$ cat src/rtl/arts_pkg.sv
// Shared definitions for the ARTS error-statistics collector.
package arts_pkg;

    localparam int unsigned NDefault  = 8;
    // Beat latency from acceptance to accumulator update (S1, S2, S3).
    localparam int unsigned PipeDepth = 3;
    // Working width of the saturating adder; counters and sums must fit within it.
    localparam int unsigned SatW      = 64;

    typedef enum logic [1:0] {
        StIdle  = 2'd0,
        StRun   = 2'd1,
        StDrain = 2'd2,
        StDone  = 2'd3
    } stats_state_e;

    // Saturating add of a w-bit quantity held in the low bits of a SatW-bit word.
    // Returns {saturated, result}; the result clamps at 2^w-1.
    function automatic logic [SatW:0] sat_add(
        input logic [SatW-1:0] a,
        input logic [SatW-1:0] b,
        input int unsigned     w
    );
        logic [SatW:0] one;
        logic [SatW:0] sum;
        logic [SatW:0] lim;
        one = {{SatW{1'b0}}, 1'b1};
        sum = {1'b0, a} + {1'b0, b};
        lim = (one << w) - one;
        if (sum > lim) begin
            return {1'b1, lim[SatW-1:0]};
        end
        return {1'b0, sum[SatW-1:0]};
    endfunction

endpackage

$ cat src/rtl/arts_exact_ed.sv
// S1-S2 datapath: exact product, then absolute error distance against the approximate product.
module arts_exact_ed
    import arts_pkg::*;
#(
    parameter int unsigned N = NDefault
) (
    input  logic           clk,
    input  logic           rst_n,
    input  logic           i_flush,
    input  logic           i_valid,
    input  logic [N-1:0]   i_a,
    input  logic [N-1:0]   i_b,
    input  logic [2*N-1:0] i_appr,
    output logic           o_s1_valid,
    output logic           o_valid,
    output logic [N-1:0]   o_a,
    output logic [N-1:0]   o_b,
    output logic [2*N-1:0] o_ed
);

    localparam int unsigned Stages = PipeDepth - 1;

    logic [Stages-1:0] r_vld;
    logic [N-1:0]      r_s1_a;
    logic [N-1:0]      r_s1_b;
    logic [2*N-1:0]    r_s1_exact;
    logic [2*N-1:0]    r_s1_appr;
    logic [N-1:0]      r_s2_a;
    logic [N-1:0]      r_s2_b;
    logic [2*N-1:0]    r_s2_ed;
    logic [2*N-1:0]    w_exact;
    logic [2*N-1:0]    w_ed;

    assign w_exact = {{N{1'b0}}, i_a} * {{N{1'b0}}, i_b};
    // The approximation may land on either side of the exact product.
    assign w_ed    = (r_s1_exact >= r_s1_appr) ? (r_s1_exact - r_s1_appr)
                                               : (r_s1_appr - r_s1_exact);

    // Valid shadow bits travel with the data; a flush empties every stage.
    always_ff @(posedge clk or negedge rst_n) begin
        if (!rst_n) begin
            r_vld <= '0;
        end else if (i_flush) begin
            r_vld <= '0;
        end else begin
            r_vld <= {r_vld[Stages-2:0], i_valid};
        end
    end

    // S1: capture the accepted beat together with its exact product.
    always_ff @(posedge clk or negedge rst_n) begin
        if (!rst_n) begin
            r_s1_a     <= '0;
            r_s1_b     <= '0;
            r_s1_exact <= '0;
            r_s1_appr  <= '0;
        end else if (i_valid) begin
            r_s1_a     <= i_a;
            r_s1_b     <= i_b;
            r_s1_exact <= w_exact;
            r_s1_appr  <= i_appr;
        end
    end

    // S2: capture the error distance and the operands that produced it.
    always_ff @(posedge clk or negedge rst_n) begin
        if (!rst_n) begin
            r_s2_a  <= '0;
            r_s2_b  <= '0;
            r_s2_ed <= '0;
        end else if (r_vld[0]) begin
            r_s2_a  <= r_s1_a;
            r_s2_b  <= r_s1_b;
            r_s2_ed <= w_ed;
        end
    end

    assign o_s1_valid = r_vld[0];
    assign o_valid    = r_vld[Stages-1];
    assign o_a        = r_s2_a;
    assign o_b        = r_s2_b;
    assign o_ed       = r_s2_ed;

endmodule

$ cat src/rtl/arts_err_stats.sv
// Run-level error statistics for the ARTS approximate multiplier, with valid/ack readout.
module arts_err_stats
    import arts_pkg::*;
#(
    parameter int unsigned N     = NDefault,
    parameter int unsigned CNT_W = 17,
    parameter int unsigned SUM_W = 2 * N + CNT_W
) (
    input  logic             clk,
    input  logic             rst_n,
    input  logic             clr,
    input  logic             in_valid,
    output logic             in_ready,
    input  logic [N-1:0]     in_a,
    input  logic [N-1:0]     in_b,
    input  logic [2*N-1:0]   in_appr,
    input  logic             in_last,
    output logic             stat_valid,
    input  logic             stat_ack,
    output logic [CNT_W-1:0] stat_count,
    output logic [CNT_W-1:0] stat_err_cnt,
    output logic [SUM_W-1:0] stat_sum_ed,
    output logic [2*N-1:0]   stat_max_ed,
    output logic [N-1:0]     stat_worst_a,
    output logic [N-1:0]     stat_worst_b,
    output logic             overflow
);

    stats_state_e     r_state;
    stats_state_e     w_state_d;
    logic             w_accept;
    logic             w_s1_valid;
    logic             w_s2_valid;
    logic [N-1:0]     w_s2_a;
    logic [N-1:0]     w_s2_b;
    logic [2*N-1:0]   w_ed;

    logic [CNT_W-1:0] r_count;
    logic [CNT_W-1:0] r_err_cnt;
    logic [SUM_W-1:0] r_sum_ed;
    logic [2*N-1:0]   r_max_ed;
    logic [N-1:0]     r_worst_a;
    logic [N-1:0]     r_worst_b;
    logic             r_overflow;

    logic [CNT_W-1:0] w_count_d;
    logic [CNT_W-1:0] w_err_cnt_d;
    logic [SUM_W-1:0] w_sum_ed_d;
    logic [2*N-1:0]   w_max_ed_d;
    logic [N-1:0]     w_worst_a_d;
    logic [N-1:0]     w_worst_b_d;
    logic             w_overflow_d;

    logic [SatW:0]    w_cnt_res;
    logic [SatW:0]    w_err_res;
    logic [SatW:0]    w_sum_res;
    logic             w_unused_bits;

    assign in_ready = ((r_state == StIdle) || (r_state == StRun)) && !clr;
    assign w_accept = in_valid && in_ready;

    arts_exact_ed #(
        .N (N)
    ) u_exact_ed (
        .clk        (clk),
        .rst_n      (rst_n),
        .i_flush    (clr),
        .i_valid    (w_accept),
        .i_a        (in_a),
        .i_b        (in_b),
        .i_appr     (in_appr),
        .o_s1_valid (w_s1_valid),
        .o_valid    (w_s2_valid),
        .o_a        (w_s2_a),
        .o_b        (w_s2_b),
        .o_ed       (w_ed)
    );

    assign w_cnt_res = sat_add(SatW'(r_count), SatW'(1), CNT_W);
    assign w_err_res = sat_add(SatW'(r_err_cnt), SatW'(w_ed != '0), CNT_W);
    assign w_sum_res = sat_add(SatW'(r_sum_ed), SatW'(w_ed), SUM_W);
    // Upper bits of the adder results are always zero after clamping.
    assign w_unused_bits = ^{w_cnt_res[SatW-1:CNT_W], w_err_res[SatW-1:CNT_W],
                             w_sum_res[SatW-1:SUM_W]};

    // Run FSM: accept beats until the last one, drain the pipeline, hold results until ack.
    always_comb begin
        w_state_d = r_state;
        unique case (r_state)
            StIdle: begin
                if (w_accept) begin
                    w_state_d = in_last ? StDrain : StRun;
                end
            end
            StRun: begin
                if (w_accept && in_last) begin
                    w_state_d = StDrain;
                end
            end
            StDrain: begin
                // S1 empty means any S2 beat is absorbed on this edge.
                if (!w_s1_valid) begin
                    w_state_d = StDone;
                end
            end
            StDone: begin
                if (stat_ack) begin
                    w_state_d = StIdle;
                end
            end
            default: w_state_d = StIdle;
        endcase
        if (clr) begin
            w_state_d = StIdle;
        end
    end

    // Accumulator next state: absorb the S2 beat, cleared by clr or by ack in DONE.
    always_comb begin
        w_count_d    = r_count;
        w_err_cnt_d  = r_err_cnt;
        w_sum_ed_d   = r_sum_ed;
        w_max_ed_d   = r_max_ed;
        w_worst_a_d  = r_worst_a;
        w_worst_b_d  = r_worst_b;
        w_overflow_d = r_overflow;
        if (w_s2_valid) begin
            w_count_d    = w_cnt_res[CNT_W-1:0];
            w_err_cnt_d  = w_err_res[CNT_W-1:0];
            w_sum_ed_d   = w_sum_res[SUM_W-1:0];
            w_overflow_d = r_overflow | w_cnt_res[SatW] | w_err_res[SatW] | w_sum_res[SatW];
            // Strictly greater: ties keep the earlier beat.
            if (w_ed > r_max_ed) begin
                w_max_ed_d  = w_ed;
                w_worst_a_d = w_s2_a;
                w_worst_b_d = w_s2_b;
            end
        end
        if (clr || ((r_state == StDone) && stat_ack)) begin
            w_count_d    = '0;
            w_err_cnt_d  = '0;
            w_sum_ed_d   = '0;
            w_max_ed_d   = '0;
            w_worst_a_d  = '0;
            w_worst_b_d  = '0;
            w_overflow_d = 1'b0;
        end
    end

    // State and accumulator registers.
    always_ff @(posedge clk or negedge rst_n) begin
        if (!rst_n) begin
            r_state    <= StIdle;
            r_count    <= '0;
            r_err_cnt  <= '0;
            r_sum_ed   <= '0;
            r_max_ed   <= '0;
            r_worst_a  <= '0;
            r_worst_b  <= '0;
            r_overflow <= 1'b0;
        end else begin
            r_state    <= w_state_d;
            r_count    <= w_count_d;
            r_err_cnt  <= w_err_cnt_d;
            r_sum_ed   <= w_sum_ed_d;
            r_max_ed   <= w_max_ed_d;
            r_worst_a  <= w_worst_a_d;
            r_worst_b  <= w_worst_b_d;
            r_overflow <= w_overflow_d;
        end
    end

    assign stat_valid   = (r_state == StDone);
    assign stat_count   = r_count;
    assign stat_err_cnt = r_err_cnt;
    assign stat_sum_ed  = r_sum_ed;
    assign stat_max_ed  = r_max_ed;
    assign stat_worst_a = r_worst_a;
    assign stat_worst_b = r_worst_b;
    assign overflow     = r_overflow;

endmodule

$ cat config.mk
export PLATFORM = sky130hd
export DESIGN_NAME = arts_err_stats
export DESIGN_NICKNAME = d
export VERILOG_FILES = /design/src/rtl/arts_pkg.sv /design/src/rtl/arts_exact_ed.sv /design/src/rtl/arts_err_stats.sv
export SDC_FILE = /design/constraint.sdc
export NUM_CORES = 1
export LEC_CHECK = 0
export BUFFER_PORTS_ARGS = -buffer_cell sky130_fd_sc_hd__buf_2
export CAP_MARGIN = 10
export CORE_MARGIN = 2
export CORE_UTILIZATION = 40
export DETAILED_ROUTE_END_ITERATION = 6
export GPL_TIMING_DRIVEN = 0
export PLACE_DENSITY_LB_ADDON = 0.05
export SYNTH_ARGS = -nofsm -noshare
export SYNTH_HDL_FRONTEND = slang
export SYNTH_SLANG_ARGS = --single-unit
export TNS_END_PERCENT = 100
$ cat constraint.sdc
create_clock -name clk -period 3.9 [get_ports clk]
set_input_delay 0.39 -clock clk [delete_from_list [all_inputs] [get_ports clk]]
set_output_delay 0.39 -clock clk [all_outputs]
set_load 0.01 [all_outputs]
==> Word level (Yosys, flattened, before mapping) <==
Cells that the tools add are included.
{ "totals": {"register_bits": 184, "latch_bits": 0, "mem_bits_rw": 0, "romBits": 0, "input_bits": 38, "out_inout_bits": 102, "wordCells": 85, "n_memories": 0} }
{ "op_classes": {"n_addsub": 5, "multipliers": 1, "div_mod_pow": 0, "order_cmp": 5, "n_eq_ne": 7, "n_shift": 0, "n_mux": 35, "bitwise_logic": 3, "n_reduce_logical": 13} }
{ "op_table": {"columns": ["op", "n"], "rows": [
  ["65-bit two-way mux", 6],
  ["17-bit two-way mux", 4],
  ["33-bit two-way mux", 2],
  ["16-bit two-way mux", 4],
  ["8-bit two-way mux", 6],
  ["18-bit by 17-bit greater-than comparator with 1-bit output (second input constant)", 2],
  ["33-bit by 16-bit adder with 34-bit output", 1],
  ["34-bit by 33-bit greater-than comparator with 1-bit output (second input constant)", 1],
  ["16-bit subtractor", 2],
  ["17-bit by 1-bit adder with 18-bit output", 1],
  ["17-bit by 1-bit adder with 18-bit output (second input constant)", 1],
  ["16-bit >= comparator", 1],
  ["16-bit greater-than comparator", 1],
  ["8-bit by 8-bit multiplier with 16-bit output", 1],
  ["16-bit nonzero test", 1],
  ["2-bit two-way mux", 7],
  ["3-bit by 2-bit != test with 1-bit output (second input constant)", 3],
  ["2-bit one-hot mux with 4 select lines", 1],
  ["1-bit two-way mux", 5],
  ["2-bit equality test (second input constant)", 2],
  ["1-bit logical AND", 4],
  ["4-bit AND reduction", 1],
  ["2-bit nonzero test", 2],
  ["3-bit != test (second input constant)", 1],
  ["6 further kinds", 9]
]} }

==> Longest topological paths before layout <==
Gate-level depths: netlist of the first run.
{ "depth": {"depth_word": 9, "ltp_mapped": 19, "mapped_depth_nobuf": 19} }

==> Hierarchy <==
Synthesis of the first run repeated with hierarchy kept, for this count alone.
{ "unflattened": {"hier_cells": 1348, "area_unflattened_um2": 12664.6} }
{ "by_module_without_submodules": {"columns": ["module", "n_inst", "cells_per_inst", "area_per_inst_um2", "seq_area_each_um2"], "rows": [
  ["arts_exact_ed", 1, 687, 6618.8, 2052.0],
  ["arts_err_stats", 1, 661, 6045.8, 2552.4]
]} }

==> Least setup slack after synthesis of the first run <==
No wires, ideal clock.
{ "synth_timing": {"path_type": "input to register", "start": "input port in_b[4]", "end": "register u_exact_ed.r_s1_exact[14]", "setup_ns": 0.133, "arrival_time_ns": 4.238, "required_ns": 3.767, "setup_slack_ns": -0.471, "cell_stages": 17, "path_buffers": 0, "path_cell_list": "and2_1 fa_1 inv_1 fa_1 inv_1 fa_1 inv_1 fa_1 inv_1 ha_1 a2111oi_0 o31ai_1 o21ai_0 nand2b_1 a21oi_1 xor2_1 o21ai_0"} }
{ "synth_via": {"elab_chain_len": 1} }
{ "synth_rtl": {"columns": ["item", "line_no", "rtl"], "rows": [
  ["from (decl)", "arts_err_stats.sv:15", "input logic [N-1:0] in_b,"],
  ["8-bit by 8-bit multiplier with 16-bit output", "arts_exact_ed.sv:34", "assign w_exact = {{N{1'b0}}, i_a} * {{N{1'b0}}, i_b};"],
  ["to (signal assigned)", "arts_exact_ed.sv:60", "r_s1_exact <= w_exact;"],
  ["to (decl)", "arts_exact_ed.sv:26", "logic [2*N-1:0] r_s1_exact;"]
]} }
No other way between the ends.
A chain may end at the register's enable or synchronous reset.

==> Final worst setup path of the first run <==
{ "layout_timing": {"start": "input port in_a[7]", "end": "register u_exact_ed.r_s1_exact[14]"} }
{ "layout_via": {"elab_chain_len": 1} }
{ "layout_rtl": {"columns": ["item", "line_no", "rtl"], "rows": [
  ["from (decl)", "arts_err_stats.sv:14", "input logic [N-1:0] in_a,"],
  ["8-bit by 8-bit multiplier with 16-bit output", "arts_exact_ed.sv:34", null]
]} }
No other way between the ends.

==> run_results.csv, run 1 <==
group,metric,value,unit
sta,setup_viol,0,
critical_path,critPathArrivalTime,4.17,ns
yosys,synthTopCellsByCount,"dfrtp_1 (184), inv_1 (124), ha_1 (108)",
sta,fin_hold_ws,0.1316,ns
floorplanning,design.core.area,30830,um^2
sta,tightest_slew,0.8624,ns
clocking,clk_pin_slew,0.08,ns
detailed_routing,vias,10220,
floorplanning,ios,140,
yosys,synth_top_area_cell,"dfrtp_1",
final_layout,fin_area,14730,um^2
power,p_clk_share,18.1,%
placement,dpl_cell_area,13920,um^2
power,power,10.27,mW
final_layout,finalNetCount,1679,
sta,min_period_over_period,98.31,%
yosys,synth.net_count,1515,
yosys,synth_flop_cell,"dfrtp_1",
detailed_routing,wirelength,34.61,mm
power,sequentialPowerShare,27.6,%
sta,slew_headroom,42.50,%
yosys,async_reset_ff_share,100.0,%
final_layout,area_growth,17.01,%
global_route,grt_pass1_wl,55.74,mm
power,power.internal,5.768,mW
clocking,clkLatencyLatePin,0.46,ns
placement,place_congestion,0.8537,
yosys,synth_area,12590,um^2
floorplanning,die_w,181.4,um
sta,fin_crit,3.834,ns
worst_hold_path,hp-class,"in -> reg",
global_route,grt_use_total,21.50,%
status,outcome,"completed",
yosys,synth-edff-count,0,
critical_path,cp_max_fo,9,
detailed_routing,antenna_left,0,
detailed_routing,drt_iter0_markers,687,
floorplanning,fp.dieH,181.4,um
critical_path,critPathRequiredTime,4.23,ns
clocking,cts.sinks,184,
floorplanning,rows,64,
sta,skew,0.01244,ns
clocking,cts_made_buffers,17,
critical_path,worst_setup_path_end_kind,"flip-flop",
power,switching_share,43.83,%
yosys,synth_seq_cells,184,
final_layout,drive_gt1_share,18.71,%
clocking,cts_max_level,4,
sta,rsz0062_at_grt,"true",
clocking,cts_tree,"done",
power,p_comb_share,54.4,%
job,drv_cap,0,
detailed_routing,drc_errors,0,
yosys,yosys.cell_count.top_type,"dfrtp_1",
floorplanning,initial_core_util,40.84,%
yosys,ys_warn_count,0,
sta,fin_setup_tns,0,ns
yosys,ys_seq_area_share,36.57,%
floorplanning,dieArea,32910,um^2
yosys,avgSynthCellArea,9.467,um^2
final_layout,antennaDiodeCount,0,
critical_path,crit_type,"in -> reg",
detailed_routing,wire_per_inst,18.18,um
final_layout,fin_util,47.79,%
critical_path,startpoint_type,"primary input",
detailed_routing,viasPerCell,5.369,
power,ir_worst_vdd,0.4470,mV
global_route,grt.overflow.total,0,
yosys,yosysTopAreaCellShare,36.57,%
sta,drv_slew,0,
global_route,grt_antenna_before_repair,0,
detailed_routing,drtPass1Iterations,5,
power,p_sw,4.500,mW
sta,finalHoldViolCount,0,
yosys,ys_types,74,
sta,clock.fmax,260.8,MHz
global_route,grt_pass1_vias,9934,
placement,hpwl,26.04,mm
placement,io_buffers,139,
clocking,cts_root_buf,"clkbuf_16",
yosys,synthTopCellsByArea,"dfrtp_1 (37%), ha_1 (11%), fa_1 (6.2%)",
global_route,grt_max_degree,111,
power,total_leakage_power,7.048,nW
power,power_density,697.0,nW/um^2
clocking,clk_path_buf_depth,2,
yosys,postSynthCellCount,1330,
## power by group through the flow
stage          Sequential [mW]  Clock (mW)  Combinational [mW]
2_1_floorplan             2.73           0                4.17
3_3_place_gp              2.87           0                5.44
3_5_place_dp              2.88           0                5.47
4_1_cts                   2.84        1.90                5.53
5_1_grt                   2.91        1.97                6.26
6_report                  2.83        1.86                5.58
## worst max-delay path: stages
cell	delay [ns]
buf_2	0.17
and2_1	0.18
fa_1	0.51
fa_1	0.53
fa_1	0.50
inv_1	0.05
fa_1	0.53
inv_1	0.04
ha_2	0.19
and2_1	0.15
o21ai_1	0.14
o31ai_2	0.10
o21ai_1	0.18
nand2b_1	0.10
a21oi_2	0.15
xor2_1	0.18
o21ai_1	0.07
## per-stage QoR
stage	std cells	setup WS [ns]
finish	1903	0.06598
detailed placement	1866	-0.5520
CTS	1900	0.001713
floorplan	1330	0.0007798
global placement	1865	-0.8403
global route	1903	-0.1065
## registers in the layout (all words and copies together), names as in the netlist, 2 cells and up
| name | cells |
|---|---|
| stat_sum_ed | 33 |
| stat_count | 17 |
| stat_err_cnt | 17 |
| stat_max_ed | 16 |
| u_exact_ed.o_ed | 16 |
| u_exact_ed.r_s1_appr | 16 |
| u_exact_ed.r_s1_exact | 16 |
| stat_worst_a | 8 |
| stat_worst_b | 8 |
| u_exact_ed.o_a | 8 |
| u_exact_ed.o_b | 8 |
| u_exact_ed.r_s1_a | 8 |
| u_exact_ed.r_s1_b | 8 |
| r_state | 2 |
| u_exact_ed.r_vld | 2 |
## final cells by class
class / instances / area [um^2]
Fill cell: 3056 / 16100
Multi-Input combinational cell: 971 / 7457
Sequential cell: 184 / 4604
Timing Repair Buffer: 145 / 859.6
Tap cell: 396 / 495.5
Inverter: 125 / 469.2
Clock buffer: 17 / 425.4
Buffer: 50 / 221.5
Clock inverter: 15 / 200.2
## cell families after synthesis
kind of cell	share of synthesized area [%]
XOR/XNOR	2.365
buffers and inverters	5.486
AND/OR/NAND/NOR	15.72
flip-flops	36.57
AO/OA/AOI/OAI	15.86
multiplexers	7.065
adder cells (fa/ha/maj)	16.93
## cells in the final DEF, fill, tap and decap left out, types with 5 or more instances in the layout
cell type	synthesis	routed
a211oi_1	10	10
a21o_1	26	26
a21oi_1	74	72
a311oi_1	12	12
a31oi_1	34	34
and2_1	64	56
and2_4	1	9
and3_1	16	16
buf_2	12	140
buf_4	3	10
clkbuf_1	32	32
clkbuf_16	0	17
dfrtp_1	184	184
fa_1	39	35
ha_1	108	100
ha_4	0	6
inv_1	124	119
inv_2	0	5
mux2_2	35	35
mux2i_1	48	48
nand2_1	93	93
nand2b_1	7	7
nand3_1	23	23
nand4_1	15	15
nor2_1	100	100
nor2b_1	20	20
nor3_1	20	20
nor4_1	6	6
o21a_1	9	9
o21ai_0	93	89
o21ai_1	5	8
o21bai_1	5	5
or2_2	6	5
xnor2_1	12	12
xor2_1	22	22
## path summary, 6_finish.rpt
path,depth (start not counted),slack [ns],end,startpoint
max,17,0.07,u_exact_ed.r_s1_exact[14],in_a[7]
min,3,0.13,u_exact_ed.r_s1_appr[11],in_appr[11]
max reg2reg,14,0.53,u_exact_ed.o_ed[13],u_exact_ed.r_s1_exact[0]
min reg2reg,1,0.50,stat_count[12],stat_count[12]
max in group asynchronous,3,2.38,u_exact_ed.r_s1_appr[6],rst_n
min in group asynchronous,2,0.52,stat_sum_ed[9],rst_n
## repair_timing
item | CTS | global route
hold endpoints to repair | 74 | 0
pin swaps | 2 | 17
buffers inserted | 1 | 3
setup endpoints to repair | 1 | 3
hold buffers | 1 | 0
resized for setup | 4 | 41
## per-layer routing
layer	global-route usage (%)	vias up	routed length (um)	part of all wire, %
li1	-	4971	-	-
met1	29.48	5022	16290	47
met2	36.00	203	16690	48
met3	2.948	22	1153	3.3
met4	5.301	0	473	1.4
met5	0	-	0	0
Note: power is estimated with default switching activity, not from simulation.
==> inputs of run 2 (changes only) <==
clock period = 4.79 ns   (was 3.9 ns; I/O delays follow)
==> run 2 against run 1 <==
Non-clock buffer count down 5. Critical path depth is 1 higher. First-iteration DRC count down 23%. Hold slack got worse by 0.021 ns. Sequential cell count stayed put. Die area unchanged. Power down 22%. Routed wire length is 2.1% lower. Critical path type unchanged. Largest cell class unchanged.
==> run_results.csv, run 2 (synthesis results as in run 1) <==
group,metric,value,unit
critical_path,critPathBufInv,5,
final_layout,largest_reg_flops,33,
sta,finalHoldViolCount,0,
critical_path,slowest_stage,"fa_1",
global_route,grt_max_degree,111,
critical_path,cp_max_fo,9,
job,drv_cap,0,
final_layout,fillers,3009,
status,outcome,"completed",
critical_path,r2r-start,"u_exact_ed.r_s1_exact[0]",
floorplanning,rows,64,
detailed_routing,drt_iter0_markers,531,
sta,fin_crit,4.463,ns
clocking,clk_pin_slew,0.07,ns
clocking,cts_root_buf,"clkbuf_16",
critical_path,cp.depth,18,
global_route,grt_pass1_wl,55.56,mm
global_route,grt_use_total,21.36,%
placement,hpwl,25.84,mm
final_layout,area_growth,14.15,%
final_layout,drive_gt1_share,16.31,%
detailed_routing,antenna_left,0,
critical_path,crit_start,"in_a[3]",
final_layout,finalNetCount,1674,
clocking,cts_tree,"done",
final_layout,layout_common_cells,"dfrtp_1 (184), buf_2 (150), inv_1 (124)",
sta,setup_viol,0,
detailed_routing,drtPass1Iterations,7,
sta,skew,0.009391,ns
critical_path,endpoint,"u_exact_ed.r_s1_exact[14]",
final_layout,layout_commonest_cell,"dfrtp_1",
sta,min_period_over_period,93.18,%
clocking,clkLatencyLatePin,0.44,ns
critical_path,path_cells,"buf_2 > and2_1 > fa_1 > inv_1 > fa_1 > inv_1 > fa_1 > inv_1 > fa_1 > inv_1 > ha_1 > a2111oi_1 > o31ai_1 > o21ai_0 > nand2b_1 > a21oi_1 > xor2_1 > o21ai_0",
placement,io_buffers,139,
critical_path,critPathArrivalTime,4.78,ns
critical_path,worst_setup_path_end_kind,"flip-flop",
critical_path,crit_type,"in -> reg",
floorplanning,dieArea,32910,um^2
detailed_routing,drc_errors,0,
floorplanning,ios,140,
global_route,grt_pass1_vias,10160,
floorplanning,initial_core_util,40.84,%
power,ir_worst_vdd,0.2659,mV
clocking,cts_max_level,4,
clocking,cts_setup_buffers,0,
sta,fin_setup_tns,0,ns
placement,dpl_cell_area,13820,um^2
critical_path,startpoint_type,"primary input",
floorplanning,die_w,181.4,um
critical_path,cp_top_family,"adder cells",
final_layout,fin_area,14370,um^2
critical_path,slowest_delay,0.54,ns
critical_path,r2r_end,"u_exact_ed.o_ed[15]",
global_route,grt.overflow.total,0,
critical_path,critPathRequiredTime,5.10,ns
power,power,8.042,mW
floorplanning,design.core.area,30830,um^2
detailed_routing,wirelength,33.88,mm
sta,slew_headroom,42.37,%
detailed_routing,viasPerCell,5.360,
global_route,grt_antenna_before_repair,0,
power,total_leakage_power,6.964,nW
placement,place_congestion,0.8709,
clocking,cts_made_buffers,17,
critical_path,worstRegToRegCells,13,
final_layout,antennaDiodeCount,0,
clocking,clk_path_buf_depth,2,
floorplanning,fp.dieH,181.4,um
sta,clock.fmax,224.1,MHz
sta,tightest_slew,0.8644,ns
sta,rsz0062_at_grt,"false",
critical_path,r2r_setup_slack,1.47,ns
clocking,cts.sinks,184,
detailed_routing,wire_per_inst,17.85,um
sta,drv_slew,0,
detailed_routing,vias,10170,
worst_hold_path,hp-class,"in -> async",
power,power_density,559.5,nW/um^2
[run 2: cell count changes in the layout (fill, tap and decap cells not counted), moves of 5 or more]
cell      change
inv_2         -5
buf_2        +10
clkinv_2      +5
ha_1          +8
buf_4         -7
inv_1         +5
and2_1        +8
ha_4          -6
and2_4        -8
[run 2: how the worst min path moves through the flow]
| stage | start | endpoint | cells past startpoint |
|---|---|---|---|
| finish | rst_n | stat_sum_ed[10] | 1 |
| global route | rst_n | stat_sum_ed[12] | 1 |
| CTS | rst_n | stat_sum_ed[11] | 1 |
| detailed placement | u_exact_ed.r_s1_exact[15] | u_exact_ed.r_s1_exact[15] | 2 |
| global placement | u_exact_ed.r_s1_exact[15] | u_exact_ed.r_s1_exact[15] | 2 |
| floorplan | rst_n | overflow | 0 |
[run 2: report_power, final]
part	total [mW]	switching, mW	internal, mW
clock	1.38	0.659	0.726
sequential	2.31	0.357	1.95
combinational	4.35	2.49	1.85
total	8.04	3.51	4.53
[run 2: per-stage QoR]
step | util (%) | cells | hold slack [ns] | setup slack, ns
floorplan | - | 1330 | 0.1834 | 0.3295
global placement | 44.70 | 1865 | 0.4812 | -0.2974
detailed placement | 44.83 | 1866 | 0.4817 | -0.2822
CTS | 46.62 | 1898 | 0.1449 | 0.1600
global route | 46.62 | 1898 | 0.1904 | 0.05330
finish | 46.62 | 1898 | 0.1105 | 0.3268
[run 2: timing repair]
action | in CTS | in global routing
endpoints found under the setup margin | 0 | 1
hold buffers | 0 | 0
gates resized for setup | 0 | 1
hold endpoints to repair | 0 | 0
[run 2: layout make-up]
class                      instances  area, um^2  share of cell area (%)
buffer                            50       221.5                   1.541
inverter                         125       469.2                   3.265
sequential                       184        4604                   32.04
clock buffer                      19       432.9                   3.012
tap                              396       495.5                   3.447
timing repair buffer             140       733.2                   5.101
clock inverter                    13       118.9                  0.8270
multi-input combinational        971        7297                   50.77
[run 2: per-layer routing]
metal  part of all wire, %  vias to the layer above  GRT usage [%]
met5                     0                        -              0
met4                   1.6                        0          6.211
met3                   3.2                       23          2.828
met2                    47                      204          35.26
met1                    48                     4997          29.41
li1                      -                     4949              -
[run 2: worst register-to-register path: cells and delay by family (launching register included)]
kind	cells	cell delay [ns]
flops	1	0.36
fa+ha+maj	2	0.59
compound gates	5	0.93
buf+inv	2	0.26
xor+xnor	1	0.20
simple gates	1	0.23
mux	2	0.64
==> inputs of run 3 (changes only) <==
CTS_BUF_LIST = sky130_fd_sc_hd__clkbuf_16   (was not set)
==> run 3 against run 2 <==
Sequential power hardly changed. Critical path depth stayed put. Fmax hardly changed. Setup slack better by 0.00099 ns. Sequential share of layout area stayed put. Largest cell class unchanged. Largest power group unchanged.
==> run_results.csv, run 3 (synthesis results as in run 1) <==
group,metric,value,unit
status,outcome,"completed",
floorplanning,ios,140,
clocking,cts_made_buffers,17,
sta,min_period_over_period,93.16,%
sta,drv_slew,0,
floorplanning,rows,64,
sta,tightest_slew,0.8659,ns
floorplanning,fp.dieH,181.4,um
detailed_routing,viasPerCell,5.358,
final_layout,layout_commonest_cell,"dfrtp_1",
placement,io_buffers,139,
sta,skew,0.009252,ns
detailed_routing,drt_iter0_markers,533,
critical_path,worstRegToRegCells,13,
floorplanning,design.core.area,30830,um^2
clocking,cts_tree,"done",
critical_path,crit_start,"in_a[3]",
detailed_routing,drc_errors,0,
final_layout,antennaDiodeCount,0,
critical_path,cp_max_fo,9,
critical_path,slowest_delay,0.54,ns
sta,finalHoldViolCount,0,
power,total_leakage_power,6.972,nW
sta,fin_crit,4.462,ns
power,ir_worst_vdd,0.2659,mV
floorplanning,die_w,181.4,um
clocking,cts_root_buf,"clkbuf_16",
clocking,clk_pin_slew,0.07,ns
global_route,grt_use_total,21.36,%
detailed_routing,drtPass1Iterations,7,
sta,rsz0062_at_grt,"false",
final_layout,layout_common_cells,"dfrtp_1 (184), buf_2 (150), inv_1 (126)",
detailed_routing,wire_per_inst,17.85,um
critical_path,cp_top_family,"adder cells",
critical_path,worst_setup_path_end_kind,"flip-flop",
final_layout,drive_gt1_share,16.31,%
floorplanning,initial_core_util,40.84,%
placement,hpwl,25.84,mm
final_layout,largest_reg_flops,33,
global_route,grt_antenna_before_repair,0,
global_route,grt_pass1_wl,55.56,mm
sta,fin_setup_tns,0,ns
critical_path,critPathArrivalTime,4.78,ns
sta,fin_hold_ws,0.1110,ns
placement,place_congestion,0.8709,
placement,dpl_worst_slack,-0.2822,ns
clocking,clk_path_buf_depth,2,
global_route,grt.overflow.total,0,
power,power_density,559.2,nW/um^2
sta,timing.final.ws_setup,0.3278,ns
worst_hold_path,hp-class,"in -> async",
floorplanning,dieArea,32910,um^2
clocking,clkLatencyLatePin,0.44,ns
critical_path,critPathRequiredTime,5.10,ns
job,drv_cap,0,
clocking,cts_setup_buffers,0,
critical_path,slowest_stage,"fa_1",
global_route,grt_pass1_vias,10160,
detailed_routing,wirelength,33.89,mm
sta,clock.fmax,224.1,MHz
critical_path,critPathBufInv,5,
detailed_routing,antenna_left,0,
clocking,cts_max_level,4,
final_layout,area_growth,14.15,%
detailed_routing,vias,10170,
critical_path,cp.depth,18,
clocking,cts.sinks,184,
critical_path,crit_type,"in -> reg",
sta,setup_viol,0,
final_layout,finalNetCount,1674,
sta,slew_headroom,42.27,%
global_route,grt_max_degree,111,
critical_path,r2r-start,"u_exact_ed.r_s1_exact[0]",
critical_path,startpoint_type,"primary input",
critical_path,path_cells,"buf_2 > and2_1 > fa_1 > inv_1 > fa_1 > inv_1 > fa_1 > inv_1 > fa_1 > inv_1 > ha_1 > a2111oi_1 > o31ai_1 > o21ai_0 > nand2b_1 > a21oi_1 > xor2_1 > o21ai_0",
==> run 3: final cells by class <==
cell class	instances	area [um^2]
multi-input combinational	971	7297
timing repair buffer	140	733.2
tap	396	495.5
sequential	184	4604
buffer	50	221.5
clock buffer	17	425.4
fill	3009	16460
inverter	125	469.2
clock inverter	15	126.4
==> run 3: final timing paths <==
check	slack (ns)	to
setup / recovery	0.33	u_exact_ed.r_s1_exact[14]
hold / removal	0.11	stat_sum_ed[10]
setup reg to reg	1.45	u_exact_ed.o_ed[15]
hold reg to reg	0.49	u_exact_ed.r_s1_exact[15]
max in group asynchronous	3.80	u_exact_ed.r_s1_appr[2]
min in group clk	0.24	u_exact_ed.r_s1_appr[13]
==> run 3: metal layers <==
layer | global-route usage, % | wire [um] | up-vias
met5 | 0 | 0 | -
met3 | 2.828 | 1071 | 23
met2 | 35.26 | 15990 | 202
met1 | 29.41 | 16280 | 4996
met4 | 6.211 | 554 | 0
li1 | - | - | 4949
==> run 3: per-stage QoR <==
stage | util, % | total power [mW] | std cells | area [um^2]
floorplan | - | 5.505 | 1330 | 12590
global placement | 44.70 | 6.635 | 1865 | 13780
detailed placement | 44.83 | 6.671 | 1866 | 13820
CTS | 46.62 | 8.107 | 1898 | 14370
global route | 46.62 | 8.743 | 1898 | 14370
finish | 46.62 | 8.037 | 1898 | 14370
==> run 3: power breakdown <==
group	switching (mW)	total, mW	internal, mW
sequential	0.357	2.31	1.95
clock	0.659	1.38	0.721
combinational	2.49	4.35	1.85
total	3.51	8.04	4.53
==> run 3: timing repair <==
item,CTS,global route
setup endpoints to repair,0,1
gates resized for setup,0,1
hold buffers,0,0
